--- src/rtl/rpmp_link_pkg.sv ---
// Shared definitions for the host-side parallel link initiator.
// Holds the command codes, status bit positions, FSM states and per-command bus drive.
package rpmp_link_pkg;

  localparam logic [1:0] CMD_TEST   = 2'b00;
  localparam logic [1:0] CMD_STATUS = 2'b01;
  localparam logic [1:0] CMD_RDATA  = 2'b10;
  localparam logic [1:0] CMD_CTRL   = 2'b11;

  localparam int ST_RW    = 15;
  localparam int ST_IOMEM = 14;
  localparam int ST_RESET = 13;
  localparam int ST_ERROR = 12;

  typedef enum logic [2:0] {
    S_IDLE, S_SETUP, S_WAIT_ACK, S_STROBE, S_HOLD, S_WAIT_REL
  } state_t;

  typedef enum logic {SRC_REQ, SRC_EVT} src_t;

  typedef struct packed {
    logic [1:0]  op;
    logic [15:0] data;
    src_t        src;
  } xact_t;

  // Byte-lane enables: [1]=r[15:8], [0]=r[7:0]
  function automatic logic [1:0] oe_for(input logic [1:0] op);
    case (op)
      CMD_RDATA: oe_for = 2'b01;
      CMD_CTRL:  oe_for = 2'b11;
      default:   oe_for = 2'b00;
    endcase
  endfunction

  function automatic logic [15:0] ro_for(input logic [1:0] op, input logic [15:0] data);
    case (op)
      CMD_RDATA: ro_for = {8'h00, data[7:0]};
      CMD_CTRL:  ro_for = data;
      default:   ro_for = 16'h0000;
    endcase
  endfunction

endpackage

--- src/rtl/rpmp_sync2.sv ---
// Two-flop synchroniser for the asynchronous cartridge handshake lines.
module rpmp_sync2 #(
  parameter logic RST_VAL = 1'b0
) (
  input  logic clk,
  input  logic reset,
  input  logic d,
  output logic q
);
  logic meta;

  always_ff @(posedge clk or posedge reset) begin
    if (reset) begin
      meta <= RST_VAL;
      q    <= RST_VAL;
    end else begin
      meta <= d;
      q    <= meta;
    end
  end
endmodule

--- src/rtl/rpmp_host_link.sv ---
// Host initiator: serialises local requests into strobed link transactions and
// fetches the cartridge status word whenever atn falls.
module rpmp_host_link
  import rpmp_link_pkg::*;
#(
  parameter int unsigned SETUP_CYC   = 2,
  parameter int unsigned STROBE_CYC  = 3,
  parameter int unsigned HOLD_CYC    = 2,
  parameter int unsigned ACK_TIMEOUT = 200
) (
  input  logic        clk,
  input  logic        reset,
  input  logic        atn,
  input  logic        ack,
  output logic        ratn,
  output logic [1:0]  cmd,
  output logic [15:0] r_o,
  output logic [1:0]  r_oe,
  input  logic [15:0] r_i,
  input  logic        req_valid,
  output logic        req_ready,
  input  logic [1:0]  req_op,
  input  logic [15:0] req_data,
  output logic        rsp_valid,
  output logic [15:0] rsp_data,
  output logic        evt_valid,
  output logic [15:0] evt_status,
  output logic        err,
  output logic        busy
);
  localparam logic [7:0] SETUP_LAST  = 8'(SETUP_CYC - 1);
  localparam logic [7:0] STROBE_LAST = 8'(STROBE_CYC - 1);
  localparam logic [7:0] HOLD_LAST   = 8'(HOLD_CYC - 1);
  localparam logic [7:0] ACK_LAST    = 8'(ACK_TIMEOUT - 1);

  state_t      state, state_n;
  xact_t       xact;
  logic [7:0]  cnt;
  logic [15:0] sample;
  logic        tmo, pending, atn_s, ack_s, atn_q, atn_fall, ev;

  rpmp_sync2 #(.RST_VAL(1'b1)) u_sync_atn (.clk(clk), .reset(reset), .d(atn), .q(atn_s));
  rpmp_sync2 #(.RST_VAL(1'b0)) u_sync_ack (.clk(clk), .reset(reset), .d(ack), .q(ack_s));

  // A synchronised edge arriving while idle is taken directly, so it beats a same-cycle request.
  assign atn_fall  = atn_q & ~atn_s;
  assign ev        = pending | atn_fall;
  assign req_ready = (state == S_IDLE) & ~ev;

  always_ff @(posedge clk or posedge reset) begin
    if (reset) state <= S_IDLE;
    else       state <= state_n;
  end

  always_comb begin
    state_n = state;
    case (state)
      S_IDLE:     if (ev || req_valid) state_n = S_SETUP;
      S_SETUP:    if (cnt == SETUP_LAST) state_n = S_WAIT_ACK;
      S_WAIT_ACK: if (ack_s) state_n = S_STROBE;
                  else if (cnt == ACK_LAST) state_n = S_HOLD;
      S_STROBE:   if (cnt == STROBE_LAST) state_n = S_HOLD;
      S_HOLD:     if (cnt == HOLD_LAST) state_n = S_WAIT_REL;
      S_WAIT_REL: if (!ack_s || cnt == ACK_LAST) state_n = S_IDLE;
      default:    state_n = S_IDLE;
    endcase
  end

  always_comb begin
    busy = (state != S_IDLE);
    ratn = (state == S_WAIT_ACK) || (state == S_STROBE);
    cmd  = busy ? xact.op : 2'b00;
    r_o  = busy ? ro_for(xact.op, xact.data) : 16'h0000;
    r_oe = busy ? oe_for(xact.op) : 2'b00;
  end

  always_ff @(posedge clk or posedge reset) begin
    if (reset) begin
      atn_q      <= 1'b1;
      pending    <= 1'b0;
      cnt        <= '0;
      tmo        <= 1'b0;
      xact       <= '0;
      sample     <= '0;
      rsp_valid  <= 1'b0;
      rsp_data   <= '0;
      evt_valid  <= 1'b0;
      evt_status <= '0;
      err        <= 1'b0;
    end else begin
      atn_q     <= atn_s;
      rsp_valid <= 1'b0;
      evt_valid <= 1'b0;
      err       <= 1'b0;
      pending   <= ev & (state != S_IDLE);
      cnt       <= (state == S_IDLE || state_n != state) ? 8'd0 : cnt + 8'd1;
      if (state == S_IDLE && state_n == S_SETUP) begin
        tmo  <= 1'b0;
        xact <= ev ? '{op: CMD_STATUS, data: 16'h0000, src: SRC_EVT}
                   : '{op: req_op, data: req_data, src: SRC_REQ};
      end
      if (state == S_WAIT_ACK && !ack_s && cnt == ACK_LAST) tmo <= 1'b1;
      if (state == S_STROBE && cnt == STROBE_LAST) sample <= r_i;
      if (state == S_WAIT_REL && state_n == S_IDLE) begin
        // ack still high here means the release wait ran out
        if (tmo || ack_s) err <= 1'b1;
        else if (xact.src == SRC_REQ) begin
          rsp_valid <= 1'b1;
          rsp_data  <= (xact.op == CMD_TEST || xact.op == CMD_STATUS) ? sample : 16'h0000;
        end else begin
          evt_valid  <= 1'b1;
          evt_status <= sample;
        end
      end
    end
  end
endmodule

--- config.mk ---
export PLATFORM = sky130hd
export DESIGN_NAME = rpmp_host_link
export DESIGN_NICKNAME = d
export VERILOG_FILES = /design/src/rtl/rpmp_link_pkg.sv /design/src/rtl/rpmp_sync2.sv /design/src/rtl/rpmp_host_link.sv
export SDC_FILE = /design/constraint.sdc
export NUM_CORES = 1
export LEC_CHECK = 0
export ABC_AREA = 1
export CORE_UTILIZATION = 27
export DETAILED_ROUTE_END_ITERATION = 10
export HOLD_SLACK_MARGIN = 0.08
export PLACE_DENSITY = 0.49
export SLEW_MARGIN = 20
export SYNTH_ARGS = -nofsm -noshare
export SYNTH_HDL_FRONTEND = slang
export SYNTH_SLANG_ARGS = --single-unit
export TNS_END_PERCENT = 20
--- constraint.sdc ---
create_clock -name clk -period 3.3 [get_ports clk]
set_input_delay 0.33 -clock clk [delete_from_list [all_inputs] [get_ports clk]]
set_output_delay 0.33 -clock clk [all_outputs]
set_load 0.005 [all_outputs]
==> Yosys cells after proc, flatten, opt, wreduce, memory -nomap -nowiden <==
Cells that the tools add are included.
{ "classes": {"n_addsub": 1, "n_eq_ne": 13, "muxes": 26, "bitwise": 8, "n_reduce_logical": 19} }
{ "ops": {"columns": ["op", "n"], "rows": [
  ["two-way mux 16 bit", 2],
  ["case mux 16 bit (2 select lines)", 1],
  ["two-way mux 3 bit", 7],
  ["two-way mux 19 bit", 1],
  ["case mux 3 bit (6 select lines)", 1],
  ["two-way mux 1 bit", 10],
  ["adder 8 x 1 -> 8 bit, second input constant", 1],
  ["== test 8 x 1 -> 1 bit, second input constant", 1],
  ["== test 8 x 2 -> 1 bit, second input constant", 1],
  ["== test 8 bit, second input constant", 1],
  ["two-way mux 8 bit", 1],
  ["== test 3 x 1 -> 1 bit, second input constant", 2],
  ["== test 3 x 2 -> 1 bit, second input constant", 2],
  ["== test 3 bit, second input constant", 2],
  ["logical NOT 3 bit", 2],
  ["logical OR 1 bit", 6],
  ["AND reduction 3 bit", 2],
  ["logical AND 1 bit", 5],
  ["== test 2 bit, second input constant", 2],
  ["two-way mux 2 bit", 2],
  ["inverter 1 bit", 4],
  ["case mux 2 bit (2 select lines)", 1],
  ["bitwise AND 1 bit", 3],
  ["!= test 3 bit", 1],
  ["other kinds (6)", 6]
]} }
{ "word_totals": {"regBits": 88, "inputBits": 39, "output_inout_bits": 58, "wordCells": 85} }

==> Longest topological paths before layout <==
Gate-level depths: netlist of run 1.
{ "logic_depth": {"ltp_word": 10, "depth_mapped": 12, "depth_no_buf": 12} }

==> Modules after synthesis <==
Synthesis of run 1 repeated with hierarchy kept, for this count alone.
{ "unflattened": {"cells_unflattened": 469, "area_unflattened_um2": 3926.3} }
{ "by_module_without_submodules": {"columns": ["mod", "instances", "cells_per_inst", "area_each_um2", "seq_area_each_um2"], "rows": [
  ["rpmp_host_link", 1, 463, 3816.2, 2103.3],
  ["rpmp_sync2 at u_sync_atn", 1, 3, 56.3, 52.6],
  ["rpmp_sync2 at u_sync_ack", 1, 3, 53.8, 50.0]
]} }

==> Worst setup path before layout of run 1 <==
Ideal clock, no wire load.
{ "synth_timing": {"path_kind": "register -> register", "start": "reg cnt[0]", "end": "reg evt_status[15]", "setup_ns": 0.117, "arrival_ns": 1.747, "required_ns": 3.183, "slack_ns": 1.435, "stages_incl_launch_ff": 12, "n_path_buf": 1, "period_less_slack_ns": 1.865, "path_cell_list": "dfrtp_1 -> ha_1 -> nand2_2 -> nor2_2 -> nand2_1 -> nand2_1 -> nand2_1 -> nor3_4 -> nand3_4 -> buf_6 -> nand2_1 -> nand2_1"} }
{ "synth_via": {"elab_chain_len": 7, "word_cells_on_any_way": 14, "classes_between": "eq/ne (3); mux (7); reduce/logical (4)"} }
{ "synth_rtl": {"columns": ["element", "line", "source"], "rows": [
  ["start: declaration", "rpmp_host_link.sv:38", "logic [7:0] cnt;"],
  ["start signal: assignment", "rpmp_host_link.sv:96", "cnt <= (state == S_IDLE || state_n != state) ? 8'd0 : cnt + 8'd1;"],
  ["== test 8 bit", "rpmp_host_link.sv:61, rpmp_host_link.sv:64", null],
  ["two-way mux 3 bit or logical OR 1 bit (tied branches)", "rpmp_host_link.sv:61, rpmp_host_link.sv:64", null],
  ["two-way mux 3 bit (on tied branches)", "rpmp_host_link.sv:60, rpmp_host_link.sv:64", null],
  ["case mux 3 bit (6 select lines) (*)", "rpmp_host_link.sv:57", "case (state)"],
  ["logical NOT 3 bit (*)", "rpmp_host_link.sv:104", "if (state == S_WAIT_REL && state_n == S_IDLE) begin"],
  ["logical AND 1 bit (*)", "rpmp_host_link.sv:104", null],
  ["AND reduction 3 bit (no line) (*)", null, null],
  ["end signal: assignment", "rpmp_host_link.sv:112", "evt_status <= sample;"],
  ["end: declaration", "rpmp_host_link.sv:27", "output logic [15:0] evt_status,"]
]} }
Mark *: on every way between the ends. The rest lies on a longest branch, timed or not.
A chain may end at the register's enable or synchronous reset.

==> Worst setup path in the final report of run 1 <==
{ "layout_timing": {"start": "reg state[0]", "end": "out r_o[9]"} }
{ "layout_via": {"elab_chain_len": 2} }
{ "layout_rtl": {"columns": ["element", "line", "source"], "rows": [
  ["start: declaration", "rpmp_host_link.sv:36", "state_t state, state_n;"],
  ["start signal: assignment", "rpmp_host_link.sv:52", "else state <= state_n;"],
  ["nonzero test 3 bit", "rpmp_host_link.sv:70", "busy = (state != S_IDLE);"],
  ["two-way mux 16 bit", "rpmp_host_link.sv:73", "r_o = busy ? ro_for(xact.op, xact.data) : 16'h0000;"],
  ["end: declaration", "rpmp_host_link.sv:17", "output logic [15:0] r_o,"]
]} }
Every way passes these cells.

==> out/results.ini, run 1 <==
[logic_synthesis]
synth_edf_count=0
syn-num-nets=509
synth_seq_cells=88
yosysMostFrequentCell=nand2_1
yosys.area.top_type_share=0.541
synth_cells=467
ys_types=25
synth_area_leaders=dfrtp_1 54%, nand2_1 11%, nor2_1 7.6%
synthesis.area_sq_um=3930
synthTopCellsByCount=110 x nand2_1, 85 x dfrtp_1, 80 x nor2_1
synth_ff_type=dfrtp_1
yosys.area.top_type=dfrtp_1
yosys_warnings=0
synth_area_per_cell_sq_um=8.42
async_reset_ff_frac=1.00
ys_seq_area_frac=0.561

[critical_path]
path_class=flip-flop to primary output
critPathLaunchType=flip-flop
crit_fanout=9
regToRegStartpoint=cnt[0]
timing.rr.end=evt_status[8]
required_ps=2970
worstPathArrival_ps=2160
rrSetupSlack_ps=1090
reg2reg_depth=10
worstSetupEndpointType=primary output

[power_and_ir_drop]
vdd_drop_max_v=0.000278
powerDensity_nw_per_um2=740
leakagePower_nw=2.61

[global_route]
grt_pass1_vias=3384
grt_max_degree=42
antenna_found_initial=0
grt_usage=0.143
overflow=0
grt_pass1_wl_mm=16.6

[worst_hold_path]
hold_path_startpoint=u_sync_atn.meta
hold_class=flip-flop to flip-flop
hold_path_depth=0
worst_hold_path.endpoint=u_sync_atn.q

[clock_tree]
cts.sinks=88
postCtsSetupBuffers=0
cts_resized=0
ctsHoldBuffers=0
cts_buffers=9
cts_tree=yes
ctsRootBufferMaster=clkbuf_16
clock_latency_ps=340
cts_max_level=3
clk_path_buf_depth=2
clk_pin_slew_ps=60

[floorplan]
core_area_sq_um=14000
dieArea_sq_um=15000
rows=43
io_pins=97
start_util=0.280
die_y_microns=123
fp.dieW_microns=123

[sta]
final-max-slew-violation-count=0
rsz0062_at_grt=no
fmax_ghz=0.401
max_slew_margin=0.469
fin_setup_tns_ps=0
skew_ps=5.64
worst-slew-pin-transition_ps=791
setup_viol=0
finalCritPeriodShare=0.756
hold_violations=0
timing.final.crit_period_ps=2490

[routing]
drc=0
routed_wl_mm=10.0
dr_total_vias=3403
final_antenna_net_count=0
first_pass_iters=4
wire_per_inst_microns=13.4
drtIter0Drc=210
routed_via_density=4.54

[final_layout]
diodes=0
syn_to_final_growth_pct=37.5
drive_above_1_share=0.0719
final_cell_count_no_fill=750
fin_nets=607

[place]
io_buffers=96
dp.cells=734
hpwl_mm=7.15
gp_congestion=0.831

[run_status]
status=finished, final reports clean

[flow_run]
max_cap_violations=0

-- routing by layer --
metal  part of all wire  wire length, microns  track usage
met5                  0                     0            0
met4              0.014                   144       0.0503
met3              0.059                   596       0.0335
met2               0.46                  4630        0.226
met1               0.46                  4660        0.190
-- how the worst max path moves through the flow --
stage               startpoint            end  slack (ps)  cells after the start
global placement      state[0]         r_o[8]        1160                      5
CTS                   state[0]         r_o[8]         780                      5
detailed placement      cnt[0]  evt_status[7]        1080                     10
global route          state[0]         r_o[8]         620                      5
floorplan                reset         cnt[0]         700                      1
finish                state[0]         r_o[9]         810                      5
-- kinds of logic (layout without fill, tap and decap cells) --
kind of cell / count (synthesis) / in the layout / synth area share
AO/OA/AOI/OAI: 39 / 39 / 0.0497
flip-flops: 88 / 88 / 0.561
buffers and inverters: 82 / 185 / 0.0853
XOR/XNOR: 6 / 6 / 0.0134
adder cells (fa/ha/maj): 3 / 3 / 0.00955
AND/OR/NAND/NOR: 249 / 249 / 0.281
-- power by group --
part	total (mW)	switching [mW]	internal (mW)
Combinational	1.34	0.766	0.572
Sequential	1.59	0.183	1.41
Clock	1.07	0.412	0.661
Total	4.00	1.36	2.64
-- worst max-delay path, stage by stage (launching register included) --
cell and delay [ps]:
dfrtp_1 460, nor3_2 420, nor2_1 120, nand2_1 280, nor2_1 90, clkdlybuf4s50_1 460
-- flip-flops by register name, indices dropped and copies added, names as in the netlist --
register	cells
u_sync_atn.meta	1
u_sync_atn.q	1
err	1
rsp_valid	1
rsp_data	16
pending	1
xact	19
sample	16
u_sync_ack.meta	1
u_sync_ack.q	1
state	3
tmo	1
evt_valid	1
evt_status	16
cnt	8
atn_q	1
-- per-stage QoR --
step	setup WS [ps]	util	power [mW]	hold slack, ps	cell area, sq um
2_1_floorplan	696	-	2.35	331	3930
3_3_place_gp	1160	0.362	2.92	339	5090
3_5_place_dp	1080	0.362	2.96	355	5090
4_1_cts	780	0.385	4.05	363	5400
5_1_grt	616	0.385	4.29	365	5400
6_report	806	0.385	4.00	362	5400
-- layout by cell type (no fill, tap or decap) --
cell type        Yosys  routed
a21oi_1             19      19
buf_4                3       9
bufinv_16            0       2
clkbuf_1            12       1
clkbuf_16            0       9
clkdlybuf4s50_1      0      96
clkinv_1             1       1
clkinv_2             0       4
clkinv_4             0       1
dfrtp_1             85      85
dfstp_2              3       3
ha_1                 3       3
inv_1               61      60
inv_2                2       2
nand2_1            110     110
nand2_2              3       3
nand3_1             10      10
nand3_2              1       1
nand3_4              2       2
nand4_1             33      33
nor2_1              80      80
nor2_2               3       3
nor3_1               5       5
nor3_2               1       1
nor3_4               1       1
o21ai_0             20      20
xnor2_1              2       2
xor2_1               4       4
-- layout make-up --
cell class | instances | area (sq um)
Multi-Input combinational cell | 297 | 1390
Inverter | 64 | 241
Sequential cell | 88 | 2210
Timing Repair Buffer | 105 | 1030
Fill cell | 1432 | 8640
Tap cell | 180 | 225
Clock buffer | 10 | 229
Clock inverter | 6 | 83.8
Note: power is estimated with default switching activity, not from simulation.
==> inputs of run 2 (changes only) <==
--- a/config.mk
+++ b/config.mk
@@ -9,7 +9,7 @@
 export CORE_UTILIZATION = 27
 export DETAILED_ROUTE_END_ITERATION = 10
 export HOLD_SLACK_MARGIN = 0.08
-export PLACE_DENSITY = 0.49
+export PLACE_DENSITY = 0.51
 export SLEW_MARGIN = 20
 export SYNTH_ARGS = -nofsm -noshare
 export SYNTH_HDL_FRONTEND = slang
==> constraint.sdc (replaced) <==
create_clock -name clk -period 2.1 [get_ports clk]
set_input_delay 0.21 -clock clk [delete_from_list [all_inputs] [get_ports clk]]
set_output_delay 0.21 -clock clk [all_outputs]
set_load 0.005 [all_outputs]
==> out/results.ini, run 2 (synthesis gave the netlist of run 1 again) <==
[run_status]
status=finished, final reports clean

[clock_tree]
ctsHoldBuffers=0  ; unchanged
clock_latency_ps=350  ; about the same
cts_buffers=9  ; unchanged
clk_pin_slew_ps=60  ; about the same
cts_max_level=3  ; unchanged
cts.sinks=88  ; unchanged
cts_tree=yes
clk_path_buf_depth=2  ; unchanged
ctsRootBufferMaster=clkbuf_16

[global_route]
overflow=0  ; unchanged
grt_pass1_vias=3290  ; -2.8%
grt_usage=0.139  ; -0.00367
grt_pass1_wl_mm=16.0  ; -3.6%
antenna_found_initial=0  ; unchanged
grt_max_degree=89  ; +110%

[sta]
setup_viol=0  ; unchanged
fmax_ghz=0.489
timing.final.ws_setup_ps=54.8  ; -751 ps
finalCritPeriodShare=0.974
rsz0062_at_grt=yes
hold_violations=0  ; unchanged
max_slew_margin=0.678  ; +0.208
skew_ps=7.38  ; +1.74 ps
timing.final.crit_period_ps=2050
final-max-slew-violation-count=0  ; unchanged
worst-slew-pin-transition_ps=484  ; -308 ps

[critical_path]
required_ps=1890  ; -1080 ps
timing.rr.end=evt_valid
reg2reg_depth=11  ; +1
slowest_stage=dfrtp_2
startpoint=state[0]
rrSetupSlack_ps=200  ; -890 ps
regToRegStartpoint=cnt[1]
worst_path_most_repeated_cell=nor2_1
slowest_delay_ps=450  ; about the same
path_class=flip-flop to primary output
worstSetupEndpointType=primary output
crit_fanout=9  ; unchanged
worstPathArrival_ps=1840  ; -320 ps
crit_chain=nor3_4, nor2_1, nand2_2, nor2_1, clkdlybuf4s50_1
critPathLaunchType=flip-flop

[final_layout]
final_cell_count_no_fill=764  ; +1.9%
syn_to_final_growth_pct=43.3
final_common_cell=nand2_1
diodes=0  ; unchanged
largest-register=xact
fillers=1404  ; -2.0%
utilization=0.401  ; +0.0164
largest_reg_flops=19  ; unchanged
layout_common_cells=109 x nand2_1, 91 x clkdlybuf4s50_1, 82 x dfrtp_1, 80 x nor2_1, 59 x inv_1
fin_nets=622  ; +2.5%
drive_above_1_share=0.104  ; +0.0325

[place]
post-place-ws_ps=47.6  ; -1030 ps
hpwl_mm=6.78  ; -5.1%
gp_congestion=0.815  ; -1.9%
dp.cells=736  ; +0.27%
io_buffers=96  ; unchanged

[floorplan]
core_area_sq_um=14000  ; unchanged
dieArea_sq_um=15000  ; unchanged
die_y_microns=123  ; unchanged
start_util=0.280  ; unchanged
fp.dieW_microns=123  ; unchanged
io_pins=97  ; unchanged
rows=43  ; unchanged

[power_and_ir_drop]
power_frac_comb=0.365  ; +0.030
powerDensity_nw_per_um2=1140  ; +53%
vdd_drop_max_v=0.000559  ; +100%
fin_total_pwr_mw=6.40  ; +60%
pwr-share-seq=0.391  ; -0.006
leakagePower_nw=2.76  ; +6.0%
p_sw_frac=0.346  ; +0.00605
clkPwrFrac=0.245  ; -0.023
netSwitchingPower_mw=2.22  ; +63%
intPower_mw=4.18  ; +59%

[flow_run]
max_cap_violations=0  ; unchanged

[worst_hold_path]
hold_class=input pin to flip-flop
hold_path_depth=1  ; +1
worst_hold_path.endpoint=u_sync_atn.meta
hold_path_startpoint=atn

[routing]
drc=0  ; unchanged
routed_via_density=4.45  ; -1.8%
routed_wl_mm=10.5  ; +4.2%
dr_total_vias=3403  ; unchanged
final_antenna_net_count=0  ; unchanged
drtIter0Drc=221  ; +5.2%
first_pass_iters=5  ; +1
wire_per_inst_microns=13.7  ; +2.3%

-- run 2: cell count changes in the layout (fill, tap and decap cells not counted), sizes merged --
cell	previous run	this run
dlymetal6s2s	0	5
clkinv	6	2
bufinv	2	1
clkdlybuf4s50	96	91
nand3	13	16
buf	9	19
clkbuf	10	12
clkinvlp	0	4
-- run 2: stage by stage --
step | hold slack (ps) | area [sq um] | TNS (ps)
after floorplan | 214 | 3930 | 0
after global placement | 343 | 5160 | 0
after detailed placement | 349 | 5160 | 0
after CTS | 256 | 5460 | 0
after global routing | 276 | 5630 | -150
final | 271 | 5630 | 0
-- run 2: routing by layer --
metal	track usage	routed length [microns]	vias up
met4	0.0480	113	0
met2	0.213	4880	103
li1	-	-	1701
met3	0.0432	658	8
met1	0.184	4800	1591
met5	0	0	-
-- run 2: repair_timing --
action,4_1_cts,5_1_grt
setup buffers,0,8
gates cloned,0,5
resized for setup,6,9
pin swaps,1,2
endpoints found under the setup margin,18,50
-- run 2: final cells by class --
| cell class | instances | area (sq um) | area share |
|---|---|---|---|
| sequential | 88 | 2210 | 0.392 |
| multi-input combinational | 300 | 1440 | 0.256 |
| timing repair buffer | 117 | 1220 | 0.217 |
| inverter | 64 | 248 | 0.0440 |
| clock buffer | 10 | 229 | 0.0406 |
| tap | 180 | 225 | 0.0400 |
| clock inverter | 5 | 58.8 | 0.0104 |
-- run 2: worst max-delay path by stage --
stage / end / slack (ps) / cells after the start
final: r_o[12] / 50 / 5
after global placement: evt_status[13] / 110 / 11
after global routing: r_o[12] / -40 / 5
after detailed placement: rsp_data[4] / 50 / 11
after CTS: req_ready / 8 / 5
after floorplan: evt_status[15] / 240 / 11
-- run 2: power groups by stage --
stage / clock [mW] / sequential (mW) / combinational (mW)
floorplan: 0 / 2.46 / 1.23
finish: 1.57 / 2.50 / 2.33
global placement: 0 / 2.51 / 2.14
CTS: 1.63 / 2.51 / 2.21
detailed placement: 0 / 2.52 / 2.19
global route: 1.69 / 2.56 / 2.65
-- run 2: worst max-delay path: cells and delay by family (launching register included) --
family,cells,cell delay (ps)
and+or+nand+nor,4,580
buffers and inverters,1,450
DFF,1,450
==> inputs of run 3 (changes only) <==
==> constraint.sdc (replaced) <==
create_clock -name clk -period 1.8 [get_ports clk]
set_input_delay 0.18 -clock clk [delete_from_list [all_inputs] [get_ports clk]]
set_output_delay 0.18 -clock clk [all_outputs]
set_load 0.005 [all_outputs]
==> out/results.ini, run 3 (synthesis gave the netlist of run 1 again) <==
[critical_path]
worstPathArrival_ps=1630  ; -210 ps
required_ps=1620  ; -270 ps
rrSetupSlack_ps=30  ; -170 ps
reg2reg_depth=11  ; unchanged
slowest_delay_ps=430  ; -20 ps
regToRegStartpoint=cnt[0]
critPathLaunchType=flip-flop
crit_fanout=8  ; -1
startpoint=state[1]
worstSetupEndpointType=primary output
timing.rr.end=evt_status[2]
slowest_stage=dfrtp_2
crit_chain=nor3_4, nor2_2, inv_2, nor2_1, dlygate4sd2_1
path_class=flip-flop to primary output

[final_layout]
final_cell_count_no_fill=783  ; +2.5%
utilization=0.421  ; +0.0201
largest_reg_flops=19  ; unchanged
diodes=0  ; unchanged
syn_to_final_growth_pct=50.5
postLayoutCellArea_sq_um=5920  ; +5.0%
fin_nets=641  ; +3.1%
fillers=1399  ; -0.36%
layout_common_cells=81 x nand2_1, 81 x dfrtp_1, 73 x clkdlybuf4s50_1, 71 x nor2_1, 58 x inv_1
largest-register=xact
drive_above_1_share=0.222  ; +0.118

[routing]
dr_total_vias=3559  ; +4.6%
first_pass_iters=4  ; -1
routed_via_density=4.55  ; +2.0%
wire_per_inst_microns=14.2  ; +3.6%
drtIter0Drc=291  ; +32%
final_antenna_net_count=0  ; unchanged
drc=0  ; unchanged
routed_wl_mm=11.1  ; +6.2%

[place]
placed_cell_area_sq_um=5270  ; +2.2%
gp_congestion=0.830  ; +1.8%
dp.cells=751  ; +2.0%
hpwl_mm=7.35  ; +8.4%
io_buffers=96  ; unchanged

[global_route]
grt_max_degree=34  ; -62%
overflow=0  ; unchanged
grt_usage=0.149  ; +0.00963
grt_pass1_vias=3569  ; +8.5%
grt_pass1_wl_mm=17.2  ; +7.7%
antenna_found_initial=0  ; unchanged

[sta]
hold_violations=0  ; unchanged
final-max-slew-violation-count=0  ; unchanged
timing.final.crit_period_ps=1810
fin_hold_ws_ps=201  ; -69.7 ps
worst-slew-pin-transition_ps=440  ; -44.1 ps
setup_viol=1  ; +1
rsz0062_at_grt=yes
finalCritPeriodShare=1.00
fmax_ghz=0.553
timing.final.ws_setup_ps=-8.54  ; -63.4 ps
max_slew_margin=0.706  ; +0.0288
skew_ps=7.14  ; -0.234 ps

[floorplan]
io_pins=97  ; unchanged
die_y_microns=123  ; unchanged
start_util=0.280  ; unchanged
dieArea_sq_um=15000  ; unchanged
rows=43  ; unchanged
fp.dieW_microns=123  ; unchanged
core_area_sq_um=14000  ; unchanged

[clock_tree]
clk_pin_slew_ps=60  ; about the same
ctsHoldBuffers=0  ; unchanged
ctsRootBufferMaster=clkbuf_16
cts_tree=yes
cts_max_level=3  ; unchanged
clock_latency_ps=340  ; about the same
cts_buffers=9  ; unchanged
clk_path_buf_depth=2  ; unchanged
cts.sinks=88  ; unchanged

[power_and_ir_drop]
powerDensity_nw_per_um2=1340  ; +18%
fin_total_pwr_mw=7.91  ; +24%
leakagePower_nw=2.85  ; +3.3%
vdd_drop_max_v=0.000714  ; +28%

[run_status]
violations=setup timing
status=finished with violations

[worst_hold_path]
hold_class=input pin to asynchronous set/reset pin

[flow_run]
max_cap_violations=0  ; unchanged

[run 3: changes by cell type in the layout (fill, tap and decap cells not counted), moves of 5 or more]
cell | previous run | this run
clkdlybuf4s50_1 | 91 | 73
nor2_4 | 0 | 5
nor2_1 | 80 | 71
buf_4 | 14 | 28
nand2_2 | 4 | 30
buf_6 | 1 | 6
nand2_1 | 109 | 81
clkdlybuf4s15_1 | 0 | 8
clkbuf_2 | 0 | 9
[run 3: area by class of cell]
| type | count | area [sq um] | share of cell area |
|---|---|---|---|
| sequential | 88 | 2210 | 0.374 |
| tap | 180 | 225 | 0.0381 |
| multi-input combinational | 302 | 1620 | 0.275 |
| inverter | 64 | 248 | 0.0419 |
| clock inverter | 5 | 81.3 | 0.0137 |
| clock buffer | 10 | 229 | 0.0387 |
| timing repair buffer | 134 | 1300 | 0.219 |
[run 3: power by group]
part	switching [mW]	internal, mW	total, mW	leakage [nW]
combinational	1.67	1.33	3.00	1.57
clock	0.753	1.21	1.96	0.149
sequential	0.364	2.59	2.95	1.14
[run 3: metrics by stage]
| stage | worst slack, ps | setup TNS [ps] |
|---|---|---|
| after floorplan | -64.6 | -1160 |
| after global placement | -134 | -3840 |
| after detailed placement | -216 | -6840 |
| after CTS | -193 | -5960 |
| after global routing | -131 | -3310 |
| final | -8.54 | -8.54 |
[run 3: how the worst max path moves through the flow]
stage	slack (ps)	endpoint	cells past startpoint
6_report	-9	r_o[1]	5
5_1_grt	-130	evt_status[2]	11
4_1_cts	-190	evt_status[1]	10
3_5_place_dp	-220	evt_status[3]	10
3_3_place_gp	-130	evt_status[12]	10
2_1_floorplan	-60	evt_status[15]	11
[run 3: critical path, delay by kind of cell, from the launching register on]
family,cells,cell delay [ps]
buf+inv,2,400
flops,1,430
simple gates,3,470
[run 3: timing repair]
item | 4_1_cts | 5_1_grt
buffers inserted | 4 | 8
endpoints found under the setup margin | 62 | 86
gates resized for setup | 51 | 67
pin swaps | 8 | 13
cloned | 1 | 5
[run 3: layer usage]
metal	GRT usage	share of wire
met1	0.193	0.45
met2	0.240	0.48
met3	0.0465	0.066
met4	0.0358	0.010
met5	0	0
